$ cat config.mk
export PLATFORM = sky130hd
export DESIGN_NAME = adc_frame_sequencer
export DESIGN_NICKNAME = d
export VERILOG_FILES = /design/src/rtl/adc_frame_sequencer.sv
export SDC_FILE = /design/constraint.sdc
export NUM_CORES = 1
export LEC_CHECK = 0
export CAP_MARGIN = 15
export CORE_MARGIN = 5
export CORE_UTILIZATION = 35
export CTS_CLUSTER_SIZE = 8
export DETAILED_ROUTE_END_ITERATION = 10
export REMOVE_ABC_BUFFERS = 1
export SETUP_SLACK_MARGIN = 0.1
export SLEW_MARGIN = 15
export SYNTH_ARGS = -nofsm -noshare
export SYNTH_HDL_FRONTEND = slang
export SYNTH_SLANG_ARGS = --single-unit
$ cat constraint.sdc
create_clock -name hclk -period 4 [get_ports hclk]
set_clock_uncertainty 0.1 [all_clocks]
set_input_delay 0.6 -clock hclk [delete_from_list [all_inputs] [get_ports hclk]]
set_output_delay 0.6 -clock hclk [all_outputs]
set_load 0.05 [all_outputs]
$ cat src/rtl/adc_frame_sequencer.sv
// XADC acquisition sequencer: programs the wrapper, unpacks single/paired results
// into a FWFT sample FIFO with frame tagging. Optional ADC_SIGNED_OUT_EN: two's complement output.
module adc_frame_sequencer #(
  parameter int FIFO_DEPTH = 16,
  parameter int FRAME_W    = 10
) (
  input  logic               hclk,
  input  logic               rst,
  input  logic               start,
  input  logic               stop,
  input  logic               cfg_double,
  input  logic [15:0]        cfg_div,
  input  logic [FRAME_W-1:0] cfg_frame_len,
  output logic               adc_enable,
  output logic               adc_double,
  output logic [15:0]        adc_div,
  input  logic [23:0]        adc_dout,
  input  logic               adc_drdy,
  output logic [11:0]        smp_data,
  output logic               smp_valid,
  input  logic               smp_ready,
  output logic               smp_last,
  output logic               frame_done,
  output logic               busy,
  output logic               overflow
);

  localparam int AW = $clog2(FIFO_DEPTH);
  localparam logic [AW:0]        FULL_CNT = (AW+1)'(FIFO_DEPTH);
  localparam logic [AW:0]        CNT_INC  = (AW+1)'(1);
  localparam logic [AW-1:0]      PTR_INC  = AW'(1);
  localparam logic [FRAME_W-1:0] FRM_INC  = FRAME_W'(1);

  typedef enum logic [1:0] {IDLE, RUN, DRAIN} state_t;

  state_t             state_q;
  logic               enable_q;
  logic               double_q;
  logic [15:0]        div_q;
  logic [FRAME_W-1:0] frame_len_q;
  logic [FRAME_W-1:0] cnt_q;
  logic               pend_valid_q;
  logic [11:0]        pend_data_q;
  logic               frame_done_q;
  logic               overflow_q;
  logic [12:0]        mem_q [FIFO_DEPTH];
  logic [AW-1:0]      wptr_q;
  logic [AW-1:0]      rptr_q;
  logic [AW:0]        count_q;

  logic        push_req;
  logic [11:0] push_data;
  logic        pend_load;
  logic        drdy_drop;
  logic        pop;
  logic        push_ok;
  logic        push_drop;
  logic        frame_last;
  logic [12:0] head;

  // A queued upper half always owns the push slot; a result arriving meanwhile is lost.
  always_comb begin
    push_req  = 1'b0;
    push_data = pend_data_q;
    pend_load = 1'b0;
    drdy_drop = 1'b0;
    if (pend_valid_q) begin
      push_req  = 1'b1;
      drdy_drop = adc_drdy && (state_q == RUN);
    end else if (adc_drdy && (state_q == RUN)) begin
      push_req  = 1'b1;
      push_data = adc_dout[11:0];
      pend_load = double_q;
    end
  end

  assign smp_valid  = (count_q != '0);
  assign pop        = smp_valid && smp_ready;
  assign push_ok    = push_req && ((count_q != FULL_CNT) || pop);
  assign push_drop  = push_req && !push_ok;
  // frame_len of 0 wraps to all-ones, giving a 2^FRAME_W sample frame for free.
  assign frame_last = (cnt_q == (frame_len_q - FRM_INC));
  assign head       = mem_q[rptr_q];

  always_ff @(posedge hclk) begin
    if (push_ok) mem_q[wptr_q] <= {frame_last, push_data};
  end

  always_ff @(posedge hclk) begin
    if (rst) begin
      state_q      <= IDLE;
      enable_q     <= 1'b0;
      double_q     <= 1'b0;
      div_q        <= '0;
      frame_len_q  <= '0;
      cnt_q        <= '0;
      pend_valid_q <= 1'b0;
      pend_data_q  <= '0;
      frame_done_q <= 1'b0;
      overflow_q   <= 1'b0;
      wptr_q       <= '0;
      rptr_q       <= '0;
      count_q      <= '0;
    end else begin
      frame_done_q <= push_ok && frame_last;
      if (push_drop || drdy_drop) overflow_q <= 1'b1;
      if (push_ok) begin
        wptr_q <= wptr_q + PTR_INC;
        cnt_q  <= frame_last ? '0 : cnt_q + FRM_INC;
      end
      if (pop) rptr_q <= rptr_q + PTR_INC;
      case ({push_ok, pop})
        2'b10:   count_q <= count_q + CNT_INC;
        2'b01:   count_q <= count_q - CNT_INC;
        default: ;
      endcase
      if (pend_load) begin
        pend_valid_q <= 1'b1;
        pend_data_q  <= adc_dout[23:12];
      end else if (pend_valid_q) begin
        pend_valid_q <= 1'b0;
      end
      case (state_q)
        IDLE: begin
          if (start && !stop) begin
            state_q     <= RUN;
            enable_q    <= 1'b1;
            double_q    <= cfg_double;
            div_q       <= cfg_div;
            frame_len_q <= cfg_frame_len;
            cnt_q       <= '0;
            overflow_q  <= 1'b0;
          end
        end
        RUN: begin
          if (stop) begin
            state_q  <= DRAIN;
            enable_q <= 1'b0;
          end
        end
        DRAIN: begin
          if ((count_q == '0) && !pend_valid_q) state_q <= IDLE;
        end
        default: state_q <= IDLE;
      endcase
    end
  end

  assign adc_enable = enable_q;
  assign adc_double = double_q;
  assign adc_div    = div_q;
  assign frame_done = frame_done_q;
  assign overflow   = overflow_q;
  assign busy       = (state_q != IDLE);
  assign smp_last   = smp_valid && head[12];

`ifdef ADC_SIGNED_OUT_EN
  assign smp_data = smp_valid ? (head[11:0] ^ 12'h800) : 12'h000;
`else
  assign smp_data = smp_valid ? head[11:0] : 12'h000;
`endif

endmodule

# Word level (Yosys, flattened, before mapping)
# Memories as Yosys holds them, arrays and structs flattened. A register that Yosys moved wholly into a read port is not among the register bits.
# Cells that the tools add are included.
[word_totals] mem_bits_rw=208 word_cells=79 register_bits=68 inputBits=57 n_memories=1
[memory_table] memory="mem_q" depth=16 word_bits=13 rd=1 rd_clocked_by_memory_dff=1 write_ports=1 line_no="46" rtl="logic [12:0] mem_q [FIFO_DEPTH];"
[classes] reduce_logical=22 n_eq_ne=9 mux=28 add_sub_neg=6
[ops] operator="2-to-1 mux 10 bit" count=4
[ops] operator="2-to-1 mux 12 bit" count=3
[ops] operator="2-to-1 mux 1 bit" count=13
[ops] operator="adder 10 x 1 -> 10 bit, second input constant" count=1
[ops] operator="equality test 10 bit" count=1
[ops] operator="case mux 5 bit (2 select lines)" count=1
[ops] operator="subtractor 10 x 1 -> 10 bit, second input constant" count=1
[ops] operator="adder 4 x 1 -> 4 bit, second input constant" count=2
[ops] operator="logical AND 1 bit" count=8
[ops] operator="2-to-1 mux 4 bit" count=2
[ops] operator="2-to-1 mux 2 bit" count=3
[ops] operator="!= test 2 bit, second input constant" count=3
[ops] operator="case mux 2 bit (3 select lines)" count=1
[ops] operator="AND reduction 3 bit" count=2
[ops] operator="nonzero test 2 bit" count=3
[ops] operator="adder 5 x 1 -> 5 bit, second input constant" count=1
[ops] operator="zero test 5 bit" count=1
[ops] operator="!= test 5 bit, second input constant" count=1
[ops] operator="nonzero test 5 bit" count=1
[ops] operator="subtractor 5 x 1 -> 5 bit, second input constant" count=1
[ops] operator="equality test 2 x 1 -> 1 bit, second input constant" count=2
[ops] operator="equality test 2 bit, second input constant" count=2
[ops] operator="zero test 1 bit" count=3
[ops] operator="zero test 2 bit" count=1
[ops] operator="3 further kinds" count=4

# Depth between registers and ports, before layout
# Gate-level depths: netlist of the first run.
[depth] word_depth=11 mapped_depth=9

# Worst setup path before layout of the first run
# OpenSTA, ideal clock, no wires.
[synth_path] path_type="reg-to-reg" from="register count_q[0]" to="register count_q[4]" t_arrival_ps=2820 setup_slack_ps=952 stages_incl_launch_ff=10 setup_time_ps=128 period_less_slack_ps=3048 path_cell_list="dfxtp_1 or4_4 o21ai_0 nor3_1 fa_1 a21o_1 a21oi_1 mux2_2 xnor2_1 nor2_1"
[synth_between] elab_chain_len=6
[synth_rtl] element="start, declared" line_no="49" rtl="logic [AW:0] count_q;"
[synth_rtl] element="start signal, assigned" line_no="113" rtl="2'b10: count_q <= count_q + CNT_INC;"
[synth_rtl] element="start signal, assigned" line_no="114" rtl="2'b01: count_q <= count_q - CNT_INC;"
[synth_rtl] element="nonzero test 5 bit" line_no="77" rtl="assign smp_valid = (count_q != '0);"
[synth_rtl] element="logical AND 1 bit" line_no="78" rtl="assign pop = smp_valid && smp_ready;"
[synth_rtl] element="logical OR 1 bit" line_no="79" rtl="assign push_ok = push_req && ((count_q != FULL_CNT) || pop);"
[synth_rtl] element="logical AND 1 bit" line_no="79"
[synth_rtl] element="equality test 2 x 1 -> 1 bit or equality test 2 bit (tied branches)" line_no="112" rtl="case ({push_ok, pop})"
[synth_rtl] element="case mux 5 bit (2 select lines) or nonzero test 2 bit (tied branches)"
# Several ways; a longest one is shown, not always the timed one.
# A chain may end at the register's enable or synchronous reset.

==> summary.md, run 1 <==
| Metric | Value |
|---|---|
| Critical R2R Capture | `count_q[4]` |
| DR vias | `about 6.4k` |
| PortBufs | `91` |
| Hpwl dp | `15.5 mm` |
| Slew Limit Fails | `0` |
| RSZ-0062 raised after global routing | `no` |
| Setup CP Type | `reg -> out` |
| Total of max-cap violations | `0` |
| Synth Cell Area | `11200 µm²` |
| Worst hold path class | `reg -> reg` |
| Share of layout cells above drive strength 1 | `~20%` |
| Top post-synthesis cells by area | `edfxtp_1 (56%), mux4_2 (13%), dfxtp_1 (13%)` |
| Largest net degree at the start of global routing | `between 50 and 60` |
| Footprint of the multi-input gates | `approximately 3400 µm²` |
| Final hold viol count | `0` |
| Fin crit period | `about 3.7 ns` |
| Switching share of power | `about a quarter` |
| Initial core utilization | `roughly 36%` |
| Post-Layout Cell Count | `approximately 1.3k` |
| Die area | `approximately 36000 µm²` |
| Drt total wl | `between 20 and 30 mm` |
| Antenna violations before repair | `0` |
| Yosys reg bits | `280` |
| Worst setup SP type | `register` |
| Synth area leader | `edfxtp_1` |
| Crit. End Element | `output pin` |
| TritonCTS Sinks | `280` |
| CTS max path bufs | `3` |
| Register area | `around 7700 µm²` |
| Hold Startpoint | `pend_data_q[3]` |
| Async S/R FF share, synth | `0%` |
| Placed Cells | `1204` |
| Fillers | `about 2.8k` |
| All-layer global routing usage | `approximately 14%` |
| CTS H-tree depth | `2` |
| Critical path cell sequence | `mux4_2 > mux4_2 > and2_1 > clkdlybuf4s50_1` |
| Avg Cell Area, Syn | `~16 µm²` |
| Post-CTS Setup Inserts | `0` |
| Clock Latency Late Sink | `0.51 ns` |
| Post-route ant nets | `0` |
| Worst slew pin tran | `~0.56 ns` |
| Cell row count | `65` |
| Most common cell on crit path | `mux4_2` |
| Final core utilization | `between 40% and 50%` |
| Worst-path clk slew | `about 0.06 ns` |
| Root buf cell | `clkbuf_16` |
| Cts bufs inserted | `40` |
| Setup_tns | `0 ns` |
| Ports | `slightly above 90` |
| Crit path DAT | `between 3 and 4 ns` |
| Post-synthesis sequential area ratio | `a little under 70%` |
| Max incr delay on CP | `a little under 0.7 ns` |
| Core Area | `31600 µm²` |
| Hold path endpoint | `pend_data_q[3]` |
| Switching pwr | `between 2 and 2.5 mW` |
| Worst path buffer plus inverter count | `1` |
| Hold-critical path depth | `2` |
| R2R Path Start | `count_q[0]` |
| Total grt overflow | `0` |
| Area growth syn-to-layout | `24.4%` |
| Die Wd | `approximately 190 µm` |
| Seq pwr share | `between 40% and 50%` |
| WP data required | `around 3.3 ns` |
| Leak | `between 4 and 5 nW` |
| Highest clock rate | `approximately 270 MHz` |
| Ys Warns | `0` |
| N_diodes | `0` |
| DR iter-0 viols | `between 400 and 500` |
| GPL Wtd Cong | `0.750` |
| Worst-path fanout max | `14` |
| Via density | `4.98` |
| TritonCTS clock tree | `built` |
| Pre-Repair DR Iteration Count | `5` |
| Wire per inst | `19.8 µm` |
| Status | `completed` |
| Die H | `approximately 190 µm` |
| Synth Instances | `roughly 710` |
| Power density over the cells | `around 540 nW/µm²` |
| Internal power | `5.58 mW` |
| NumNets Final | `a little over 900` |
| Slew Limit Headroom | `between 60% and 70%` |
| VDD IR max | `roughly 0.28 mV` |
| Vias in the first global route | `6619` |
| DRC | `0` |
| Crit path max-delay family | `multiplexers` |
| Setup-violating endpoint count in the final report | `0` |
| Clock power share | `around two fifths` |
| Worst R2R Path Depth | `10` |
| Slowest-stage cell, CP | `clkdlybuf4s50_1` |
| Area fraction of the dominant cell type after synthesis | `roughly 56%` |
| Dominant synthesized flop cell | `edfxtp_1` |
| Post-synth EDFFs | `208` |
| Combinational Power Share | `between 15 and 20%` |
| Synth unique cells | `between 40 and 50` |
| Final period utilization | `93.3%` |
| FF-to-FF setup slack | `just under 0.7 ns` |
| Global-route wire length before repair | `39.0 mm` |
[state kept, by name (all words and copies together), names as in the netlist, named ones only]
name	cells
adc_div	16
adc_double	1
adc_enable	1
cnt_q	10
count_q	5
frame_done	1
frame_len_q	10
mem_q	208
overflow	1
pend_data_q	12
pend_valid_q	1
rptr_q	4
state_q	2
wptr_q	4
[power by group through the flow]
| stage | Clock, mW | Combinational, mW | Sequential (mW) |
|---|---|---|---|
| 3_5_place_dp | 0 | 1.41 | 3.26 |
| 4_1_cts | 3.14 | 1.37 | 3.21 |
| 5_1_grt | 3.28 | 1.45 | 3.21 |
| 3_3_place_gp | 0 | 1.39 | 3.26 |
| 6_report | 3.06 | 1.34 | 3.20 |
| 2_1_floorplan | 0 | 0.858 | 3.33 |
[how the worst max path moves through the flow]
stage                  start           end  slack [ns]  cells after the start
finish              register  smp_data[10]        0.27                      4
global route        register  smp_data[10]        0.18                      4
CTS                 register   smp_data[5]        0.10                      5
detailed placement  register   smp_data[2]        0.59                      5
global placement    register   smp_data[2]        0.61                      5
floorplan           register   smp_data[0]       -0.38                      3
[worst min-delay path, cell delays in order, from the launching register on]
cell	delay, ns
dfxtp_1	0.30
nand2_1	0.05
a21oi_1	0.05
[cells in the final DEF (no fill, tap or decap), types with 13 or more instances in the layout]
master,synthesis,layout
nand2_1,94,94
buf_4,1,32
edfxtp_1,208,208
nor2_1,43,43
clkbuf_16,0,40
clkbuf_1,27,28
xnor2_1,13,13
clkdlybuf4s50_1,0,78
a21oi_1,50,50
and2_1,15,15
mux4_2,65,65
dfxtp_1,72,70
mux2_2,13,13
xor2_1,16,16
[cell usage after synthesis (2+ instances only)]
library cell	number
xor2_1	16
dfxtp_1	72
buf_1	2
nor3_1	11
ha_1	10
o21ai_0	7
nand3b_1	2
and3_1	3
nand3_1	10
or2_2	2
edfxtp_1	208
a21o_1	2
nor2b_1	2
mux4_2	65
nand2_1	94
nand4_1	3
clkbuf_1	27
buf_2	5
mux2i_1	3
inv_1	5
mux2_2	13
a211o_1	2
xnor2_1	13
a21oi_1	50
and2_1	15
nor2_1	43
nand2b_1	5
[layout make-up]
class / instances / area share, %
inverters: 5 / 0.134
repair buffers: 126 / 8.58
clock inverters: 3 / 0.322
flip-flops and latches: 280 / 55.0
clock buffers: 68 / 7.91
multi-input cells: 391 / 24.4
well taps: 402 / 3.60
[layer usage]
metal	track usage, %	vias up	share of wire [%]
li1	-	2968	-
met1	19.5	3163	45
met2	22.4	188	46
met3	3.72	36	6.7
met4	3.50	0	1.7
met5	0	-	0
[timing repair]
item | in CTS | in global routing
setup endpoints to repair | 10 | 3
hold buffers | 0 | 0
resized for setup | 10 | 3
[metrics by stage]
| step | hold WS [ns] | cell area, µm² | power [mW] | setup WS [ns] |
|---|---|---|---|---|
| after floorplan | 0.328 | 11100 | 4.19 | -0.375 |
| after global placement | 0.339 | 12800 | 4.65 | 0.615 |
| after detailed placement | 0.346 | 12800 | 4.67 | 0.593 |
| after CTS | 0.353 | 14000 | 7.71 | 0.102 |
| after global routing | 0.367 | 14000 | 7.94 | 0.182 |
| final | 0.350 | 14000 | 7.60 | 0.266 |
[cell families (layout without fill, tap and decap cells)]
family          count (synthesis)  after routing  synth area share [%]
compound gates                 68             68                  3.71
mux                            81             81                  14.6
buf+inv                        40            202                  1.43
xor+xnor                       29             29                  2.26
simple gates                  201            201                  8.21
flops                         280            280                  68.4
fa+ha+maj                      12             12                  1.38
Note: power is estimated with default switching activity, not from simulation.
==> run 2, diff against run 1 <==
Settings changed: CORE_MARGIN 5 to 2.
==> summary.md, run 2 (synthesized netlist as in run 1, its figures left out) <==
| Metric | Value |
|---|---|
| CTS H-tree depth | `2` |
| Setup-violating endpoint count in the final report | `0` |
| Final period utilization | `a little over 90%` |
| Commonest cells after routing, fill and taps aside | `edfxtp_1 (208), nand2_1 (94), clkdlybuf4s50_1 (79), dfxtp_1 (70), mux4_2 (65)` |
| RSZ-0062 raised after global routing | `no` |
| Clock Latency Late Sink | `roughly 0.53 ns` |
| TritonCTS clock tree | `built` |
| VDD IR max | `around 0.31 mV` |
| Highest clock rate | `roughly 270 MHz` |
| Setup CP Type | `reg -> out` |
| Vias in the first global route | `between 6k and 7k` |
| Cell row count | `65` |
| Fin crit period | `about 3.7 ns` |
| Crit path DAT | `just over 3 ns` |
| Root buf cell | `clkbuf_16` |
| Leak | `between 4 and 5 nW` |
| GPL Wtd Cong | `0.729` |
| Antenna violations before repair | `0` |
| # hold bufs at CTS | `0` |
| WP data required | `3.30 ns` |
| Cts bufs inserted | `40` |
| Die area | `~34000 µm²` |
| N_diodes | `0` |
| Core Area | `roughly 32000 µm²` |
| Worst slew pin tran | `just over 0.7 ns` |
| Global-route wire length before repair | `between 30 and 40 mm` |
| PortBufs | `a little over 90` |
| All-layer global routing usage | `approximately 15%` |
| NumNets Final | `about 900` |
| CTS max path bufs | `3` |
| DR iter-0 viols | `498` |
| Share of layout cells above drive strength 1 | `19.8%` |
| Slew Limit Fails | `0` |
| Commonest non-fill, non-tap cell in the layout | `edfxtp_1` |
| DR vias | `approximately 6.4k` |
| Crit. End Element | `output pin` |
| Total of max-cap violations | `0` |
| Area growth syn-to-layout | `25.0%` |
| Worst slack, placed | `about 0.53 ns` |
| Largest net degree at the start of global routing | `about 60` |
| Die Wd | `~180 µm` |
| Die H | `183 µm` |
| Drt total wl | `25.2 mm` |
| Via density | `5.00` |
| Power density over the cells | `roughly 550 nW/µm²` |
| R2R Path Start | `count_q[0]` |
| DRC | `0` |
| Post-route ant nets | `0` |
| Ports | `between 90 and 100` |
| Setup WS post-layout | `roughly 0.28 ns` |
| TritonCTS Sinks | `280` |
| Max reg flops | `between 200 and 250` |
| Hpwl dp | `approximately 15 mm` |
| Slew Limit Headroom | `52.1%` |
| Placement Cell Area | `approximately 13000 µm²` |
| Worst setup SP type | `register` |
| Total grt overflow | `0` |
| # resized after CTS | `9` |
| Hold Startpoint | `pend_data_q[10]` |
| Most flop-heavy register | `mem_q` |
| Design area | `14000 µm²` |
| Initial core utilization | `35.6%` |
| Fillers | `approximately 2.8k` |
| Worst hold path class | `reg -> reg` |
| Pre-Repair DR Iteration Count | `4` |
| Final hold viol count | `0` |
| Worst-path fanout max | `14` |
| Worst-path clk slew | `0.05 ns` |
| Post-CTS Setup Inserts | `0` |
| Wire per inst | `between 15 and 20 µm` |
| Status | `completed` |
-- run 2: changes by cell type in the layout (fill, tap and decap cells not counted), sizes merged --
cell,change
clkbuf,+2
clkdlybuf4s50,+1
clkinv,-1
dlygate4sd2,-2
dlymetal6s2s,+1
-- run 2: final cells by class --
type	count	area [µm²]	share of cell area (%)
Clock buffer	70	1130	8.08
Clock inverter	2	40.0	0.285
Inverter	5	18.8	0.134
Multi-Input combinational cell	391	3410	24.3
Sequential cell	280	7690	54.8
Tap cell	402	503	3.58
Timing Repair Buffer	126	1240	8.84
-- run 2: layer usage --
layer	global-route usage [%]	up-vias	wire [µm]
met3	4.03	27	1860
met5	0	-	0
met1	20.9	3176	11200
met4	4.10	0	327
met2	24.7	202	11800
li1	-	2974	-
-- run 2: through the flow --
step                      utilization (%)  TNS [ns]  hold WS [ns]  power (mW)  cells
after global placement               40.8         0         0.339        4.69   1204
after global routing                 44.5         0         0.368        8.05   1276
after CTS                            44.5         0         0.354        7.82   1276
after floorplan                         -     -4.88         0.328        4.19    676
after detailed placement             40.8         0         0.347        4.70   1204
final                                44.5         0         0.351        7.72   1276
-- run 2: final timing paths --
kind                      to  slack [ns]  depth (start not counted)
min reg2reg  pend_data_q[10]        0.35                          2
min          pend_data_q[10]        0.35                          2
max reg2reg       count_q[4]        0.72                         10
max                 smp_last        0.28                          4
-- run 2: worst max-delay path, cell delays in order (launching register included) --
cell and delay [ns]:
dfxtp_4 0.54, mux4_2 0.57, mux4_2 0.52, and2_1 0.18, clkdlybuf4s50_1 0.69
-- run 2: power by group --
part / total [mW] / internal, mW / switching [mW]
Sequential: 3.20 / 3.15 / 0.0569
Clock: 3.13 / 1.92 / 1.21
Combinational: 1.38 / 0.577 / 0.803
==> run 3, diff against run 2 <==
Settings changed: SLEW_MARGIN 15 to 20.
==> results of run 3 <==
No change in the layout: final DEF, timing and power equal those of run 2.
